`config.mk`:
```
export PLATFORM = sky130hd
export DESIGN_NAME = periph_bus_arbiter
export DESIGN_NICKNAME = d
export VERILOG_FILES = /design/src/rtl/periph_bus_arbiter.sv
export SDC_FILE = /design/constraint.sdc
export NUM_CORES = 1
export LEC_CHECK = 0
export BUFFER_PORTS_ARGS = -buffer_cell sky130_fd_sc_hd__buf_4
export CAP_MARGIN = 10
export CORE_AREA = 2 2 233 235
export CTS_BUF_LIST = sky130_fd_sc_hd__clkbuf_4 sky130_fd_sc_hd__clkbuf_8 sky130_fd_sc_hd__clkbuf_16
export DETAILED_ROUTE_END_ITERATION = 7
export DIE_AREA = 0 0 235 237
export PLACE_DENSITY = 0.35
export SLEW_MARGIN = 15
export SYNTH_ARGS = -nofsm -noshare
export SYNTH_HDL_FRONTEND = slang
export SYNTH_SLANG_ARGS = --single-unit
```
`constraint.sdc`:
```
create_clock -name clock -period 13.7 [get_ports clock]
set_clock_uncertainty 0.15 [all_clocks]
set_input_delay 2.74 -clock clock [delete_from_list [all_inputs] [get_ports clock]]
set_output_delay 2.74 -clock clock [all_outputs]
set_load 0.02 [all_outputs]
```
`src/rtl/periph_bus_arbiter.sv`:
```
// Round-robin arbiter sharing the peripheral bus between the core data port (M0) and a secondary master (M1).
// Optional feature macro ARB_TIMEOUT_EN adds a bus_ready watchdog that completes stuck transactions with ERR_RDATA.
module periph_bus_arbiter #(
  parameter int          TIMEOUT_CYCLES = 255,
  parameter logic [63:0] ERR_RDATA      = 64'hDEAD_BEEF_DEAD_BEEF,
  parameter int          ST_W           = 3
) (
  input  logic            clock,
  input  logic            reset,
  input  logic [63:0]     m0_addr,
  input  logic [63:0]     m0_wdata,
  input  logic [ST_W-1:0] m0_store_type,
  input  logic            m0_valid,
  output logic            m0_ready,
  output logic [63:0]     m0_rdata,
  input  logic [63:0]     m1_addr,
  input  logic [63:0]     m1_wdata,
  input  logic [ST_W-1:0] m1_store_type,
  input  logic            m1_valid,
  output logic            m1_ready,
  output logic [63:0]     m1_rdata,
  output logic [63:0]     bus_addr,
  output logic [63:0]     bus_wdata,
  output logic [ST_W-1:0] bus_store_type,
  output logic            bus_valid,
  input  logic            bus_ready,
  input  logic [63:0]     bus_rdata,
  output logic [1:0]      grant,
  output logic            timeout_err
);

  typedef enum logic [1:0] {IDLE, BUSY0, BUSY1, DRAIN} state_t;

  state_t state, state_nxt;
  logic   last_grant, last_grant_nxt;
  logic   drain_owner, drain_owner_nxt;
  logic   pick0, pick1;
  logic   timeout_hit;

`ifdef ARB_TIMEOUT_EN
  localparam int CNT_W = ($clog2(TIMEOUT_CYCLES) > 8) ? $clog2(TIMEOUT_CYCLES) : 8;

  logic [CNT_W-1:0] wait_cnt;

  // Restarts whenever a new owner or the drain phase begins, so each phase gets a full budget.
  always_ff @(posedge clock or posedge reset) begin
    if (reset) begin
      wait_cnt <= '0;
    end else if (state == IDLE || state_nxt != state) begin
      wait_cnt <= '0;
    end else begin
      wait_cnt <= wait_cnt + CNT_W'(1);
    end
  end

  assign timeout_hit = !bus_ready && (wait_cnt == CNT_W'(TIMEOUT_CYCLES - 1));
`else
  assign timeout_hit = 1'b0;
`endif

  always_ff @(posedge clock or posedge reset) begin
    if (reset) begin
      state       <= IDLE;
      last_grant  <= 1'b1;
      drain_owner <= 1'b0;
    end else begin
      state       <= state_nxt;
      last_grant  <= last_grant_nxt;
      drain_owner <= drain_owner_nxt;
    end
  end

  always_ff @(posedge clock or posedge reset) begin
    if (reset) begin
      bus_addr       <= '0;
      bus_wdata      <= '0;
      bus_store_type <= '0;
    end else if (pick0) begin
      bus_addr       <= m0_addr;
      bus_wdata      <= m0_wdata;
      bus_store_type <= m0_store_type;
    end else if (pick1) begin
      bus_addr       <= m1_addr;
      bus_wdata      <= m1_wdata;
      bus_store_type <= m1_store_type;
    end
  end

  // A master that withdraws valid loses its response; the coincident-ready case is treated the same way.
  always_comb begin
    state_nxt       = state;
    last_grant_nxt  = last_grant;
    drain_owner_nxt = drain_owner;
    pick0           = 1'b0;
    pick1           = 1'b0;
    bus_valid       = 1'b0;
    grant           = 2'b00;
    m0_ready        = 1'b0;
    m1_ready        = 1'b0;
    timeout_err     = 1'b0;
    case (state)
      IDLE: begin
        if (m0_valid && (!m1_valid || last_grant)) begin
          pick0     = 1'b1;
          state_nxt = BUSY0;
        end else if (m1_valid) begin
          pick1     = 1'b1;
          state_nxt = BUSY1;
        end
      end
      BUSY0: begin
        bus_valid = 1'b1;
        grant     = 2'b01;
        if (bus_ready || timeout_hit) begin
          m0_ready       = m0_valid;
          timeout_err    = timeout_hit;
          last_grant_nxt = 1'b0;
          state_nxt      = IDLE;
        end else if (!m0_valid) begin
          drain_owner_nxt = 1'b0;
          state_nxt       = DRAIN;
        end
      end
      BUSY1: begin
        bus_valid = 1'b1;
        grant     = 2'b10;
        if (bus_ready || timeout_hit) begin
          m1_ready       = m1_valid;
          timeout_err    = timeout_hit;
          last_grant_nxt = 1'b1;
          state_nxt      = IDLE;
        end else if (!m1_valid) begin
          drain_owner_nxt = 1'b1;
          state_nxt       = DRAIN;
        end
      end
      DRAIN: begin
        bus_valid = 1'b1;
        if (bus_ready || timeout_hit) begin
          timeout_err    = timeout_hit;
          last_grant_nxt = drain_owner;
          state_nxt      = IDLE;
        end
      end
      default: state_nxt = IDLE;
    endcase
  end

  // Ready without bus_ready can only come from the watchdog, hence the error pattern.
  assign m0_rdata = !m0_ready ? '0 : (bus_ready ? bus_rdata : ERR_RDATA);
  assign m1_rdata = !m1_ready ? '0 : (bus_ready ? bus_rdata : ERR_RDATA);

endmodule

```
After elaboration in Yosys (flattened, before gate mapping). Cells that the tools add are included.

Equal/unequal tests: 13. Muxes and demuxes: 37. Reductions and logical operators: 11.

Operators by type and width (count): two-way mux 64 bit (7); two-way mux 1 bit (17); two-way mux 2 bit (7); != test 2 bit, second input constant (7); != test 3 bit, second input constant (3); one-hot mux 2 bit (4 select lines) (1); AND reduction 4 bit (2); two-way mux 3 bit (2); AND reduction 5 bit (1); == test 2 bit, second input constant (2); one-hot mux 2 bit (2 select lines) (1); nonzero test 2 bit (2); one-hot mux 1 bit (3 select lines) (1); nonzero test 3 bit (1); OR reduction 3 bit (1); == test 2 x 1 -> 1 bit, second input constant (1); zero test 2 bit (1); one-hot mux 1 bit (2 select lines) (1); logical AND 1 bit (1); zero test 1 bit (1); logical OR 1 bit (1).

Word-level logic and storage cells: 67. Output and inout port bits: 265. Register bits after elaboration: 135. Input bits: 331.

Logic depth before layout (Yosys ltp).
Depth after elaboration: 7. Depth in mapped cells: 8. Mapped depth without buffers: 5.

Least setup slack after synthesis. Ideal clock, no wire load.

Path kind: in2out. Start: input port m0_valid. End: output port m0_rdata[54]. Setup slack: 7.293 ns. Arrival time: 3.517 ns. Path buffers: 1. Cell stages on the path: 3. Data required time: 10.810 ns. Cell sequence: and3_1 > clkbuf_1 > and2_1.

Word-level cells in the longest chain between the ends: 3.

RTL lines: start: declaration (line 13) `input logic m0_valid,`; two-way mux 1 bit (line 114) `if (bus_ready || timeout_hit) begin`; two-way mux 1 bit (line 101) `case (state)`; via m0_ready (line 14) `output logic m0_ready,`; two-way mux 64 bit (line 150) `assign m0_rdata = !m0_ready ? '0 : (bus_ready ? bus_rdata : ERR_RDATA);`; end: declaration (line 15) `output logic [63:0] m0_rdata,`.

The timed path passes the listed nets, and every way through them passes these cells.

Worst setup path in the final report.
Start: input port bus_ready. End: output port m1_rdata[34].

Word-level cells in the longest chain between the ends: 3. Elaborated cells between the ends (all ways): 4. Those cells by class: mux (4).

RTL lines: start: declaration (line 26) `input logic bus_ready,`; two-way mux 1 bit (line 127) `if (bus_ready || timeout_hit) begin`; two-way mux 1 bit (line 101); two-way mux 64 bit * (line 151) `assign m1_rdata = !m1_ready ? '0 : (bus_ready ? bus_rdata : ERR_RDATA);`; end: declaration (line 21) `output logic [63:0] m1_rdata,`.

Mark *: on every way between the ends. The rest lies on a longest branch, timed or not.

==> metrics.txt <==
Post-CTS Setup Bufs 0; DRC Markers 0; core box area 53300 sq um; Mapped Cells ~930; total nets after synthesis between 1000 and 1500; Top Metal Used met4; starting density of the core 15.0%; clk slew on worst S/H paths about 0.060 ns; LEAKAGE roughly 0.0060 uW; critical path cell sequence buf_4, and3_2, and2_1, buf_4; Num CTS Buffers 17; Least-Margin Pin Slew 1.39 ns; Crit Path Class in2out; sequential area share after synthesis 42.2%; met2 wire length about 23000 microns; CP startpoint kind input port; PwrDens about 190 nW/um^2; HP Class reg2reg; VDD IR max about 75 uV; area grow syn2layout 68.3%; via/cell ratio between 4 and 5; run status complete, no violations; Crit path max-delay family simple AND/OR/NAND/NOR gates; Hold WS 0.397 ns; commonest cells after routing, fill and taps aside buf_4, dfrtp_1, nor2_1; Final Critical Period between 6 and 7 ns; H-tree levels 4; Clock Tree Buf Depth 2; Top Ports slightly below 600; Synth Warn # 0; setup_tns 0 ns; unrepaired setup endpoints after global routing false; post-cts hold buffer count 0; PnR worst setup slack 6.71 ns; drt wl/cell approximately 21 microns; CP arrival between 4 and 5 ns; full die area between 50000 and 60000 sq um; Clock Sinks 135; buffer and inverter count on the worst path 2; gr usage total 15.4%; Setup violations, final 0; Crit path required time roughly 11 ns; 1st-iter DRT viols roughly 400; hpwl dp roughly 33000 microns; Worst slew margin under 10%; most common cell after layout, fill and taps aside buf_4; share of layout cells above drive strength 1 44.0%; Pre-antenna DRT Iters 5; Post-Route WL around 45000 microns; Synth async-reset ratio between 90% and 100%; TritonCTS clock tree done; Max Cap Viol 0; Critical-path top delay cell and3_2; final antenna-violating net count 0; synth unique cells 34; pre-CTS WS slightly below 7 ns; final hold violation count 0; Fmax 0.143 GHz; final net count between 1500 and 2000; post-synthesis cell area between 8000 and 9000 sq um; WL met3 about 2700 microns; Avg Inst Size Synth approximately 8.6 sq um; CP peak stage delay around 0.8 ns; Max Slew Vio Count 0; Tcrit/Tclk final 51.0%; first-pass GRT wire length 63600 microns; CP max FO 65; via count approximately 9100; CTS root buffer clkbuf_16; Clock Latency Late Sink roughly 0.45 ns; # resized after CTS 0; # rows 85; Yosys reg bits 135; wire length on met1 approximately 17000 microns; pin count of the biggest net entering global routing about 260; gr ovfl total 0; die height 237 microns; initial antenna violation count 2; port buffer count about 590; vias in the first global route between 9000 and 10000; Post-synth EDFFs 0; die width 235 microns; most used cell, CP buf_4; gpl congestion around 0.87; Setup crit end kind primary output; ys flop type dfrtp_1
## path summary, 6_finish.rpt
check	startpoint	end	slack [ns]	cells past startpoint
min in group asynchronous	reset	bus_addr[40]	2.31	2
worst min register to register	bus_wdata[37]	bus_wdata[37]	0.40	2
max in group asynchronous	reset	bus_wdata[47]	9.67	3
worst max-delay path	bus_ready	m1_rdata[34]	6.71	4
worst max register to register	state[1]	bus_addr[4]	10.66	5
worst min-delay path	bus_wdata[37]	bus_wdata[37]	0.40	2
## sequential cells by signal, indices dropped and copies added (netlist names)
name / count
bus_addr: 64
state: 2
bus_wdata: 64
bus_store_type: 3
drain_owner: 1
last_grant: 1
## kinds of logic after synthesis
logic type	after synthesis	share of synthesized area [%]
and+or+nand+nor	401	29.2
AOI/OAI and AO/OA	277	19.7
DFF	135	42.2
buffers and inverters	109	7.53
adders and majority gates	7	1.09
muxes	1	0.141
other	1	0.0468
## where the power goes
part           internal [uW]  leakage [uW]  switching (uW)  total (uW)
Sequential               603       0.00151             114         717
Clock                    308      0.000298             205         514
Combinational            544       0.00424             784        1330
## cells in the mapped netlist (7+ instances only)
cell type | number | share of area (%)
a31oi_1 | 132 | 10
and2_1 | 128 | 10
buf_2 | 47 | 2.9
buf_4 | 8 | 0.75
buf_6 | 10 | 1.4
clkbuf_1 | 26 | 1.2
dfrtp_1 | 134 | 42
ha_1 | 7 | 1.1
nand3b_1 | 132 | 12
nor2_1 | 133 | 6.2
o21ai_0 | 87 | 5.4
o21ai_1 | 46 | 2.9
## per-stage QoR
step                total power (uW)  cell area (sq um)  instances  utilization [%]
floorplan                       1480               8010        931                -
global placement                2080              12800       2126             24.1
detailed placement              2080              12800       2126             24.1
CTS                             2610              13500       2158             25.3
global route                    2730              13500       2158             25.3
finish                          2560              13500       2159             25.3
## final cells by class
class / count / area [sq um]
inverter: 6 / 30.0
tap: 696 / 871
timing repair buffer: 602 / 4530
antenna: 1 / 2.50
fill: 5869 / 39800
clock buffer: 22 / 488
sequential: 135 / 3380
multi-input combinational: 687 / 4040
clock inverter: 10 / 143
## routing by layer
metal  up-vias  track usage [%]
met5         -                0
met4         0             7.04
met3        36             4.35
met2       350             28.1
met1      4385             16.3
li1       4306                -
## worst register-to-register path: stages (launching register included)
cell,delay (ns)
dfrtp_1,0.46
inv_1,0.13
ha_1,0.22
o21a_4,0.72
buf_4,0.90
a31oi_1,0.27
Note: power is estimated with default switching activity, not from simulation.
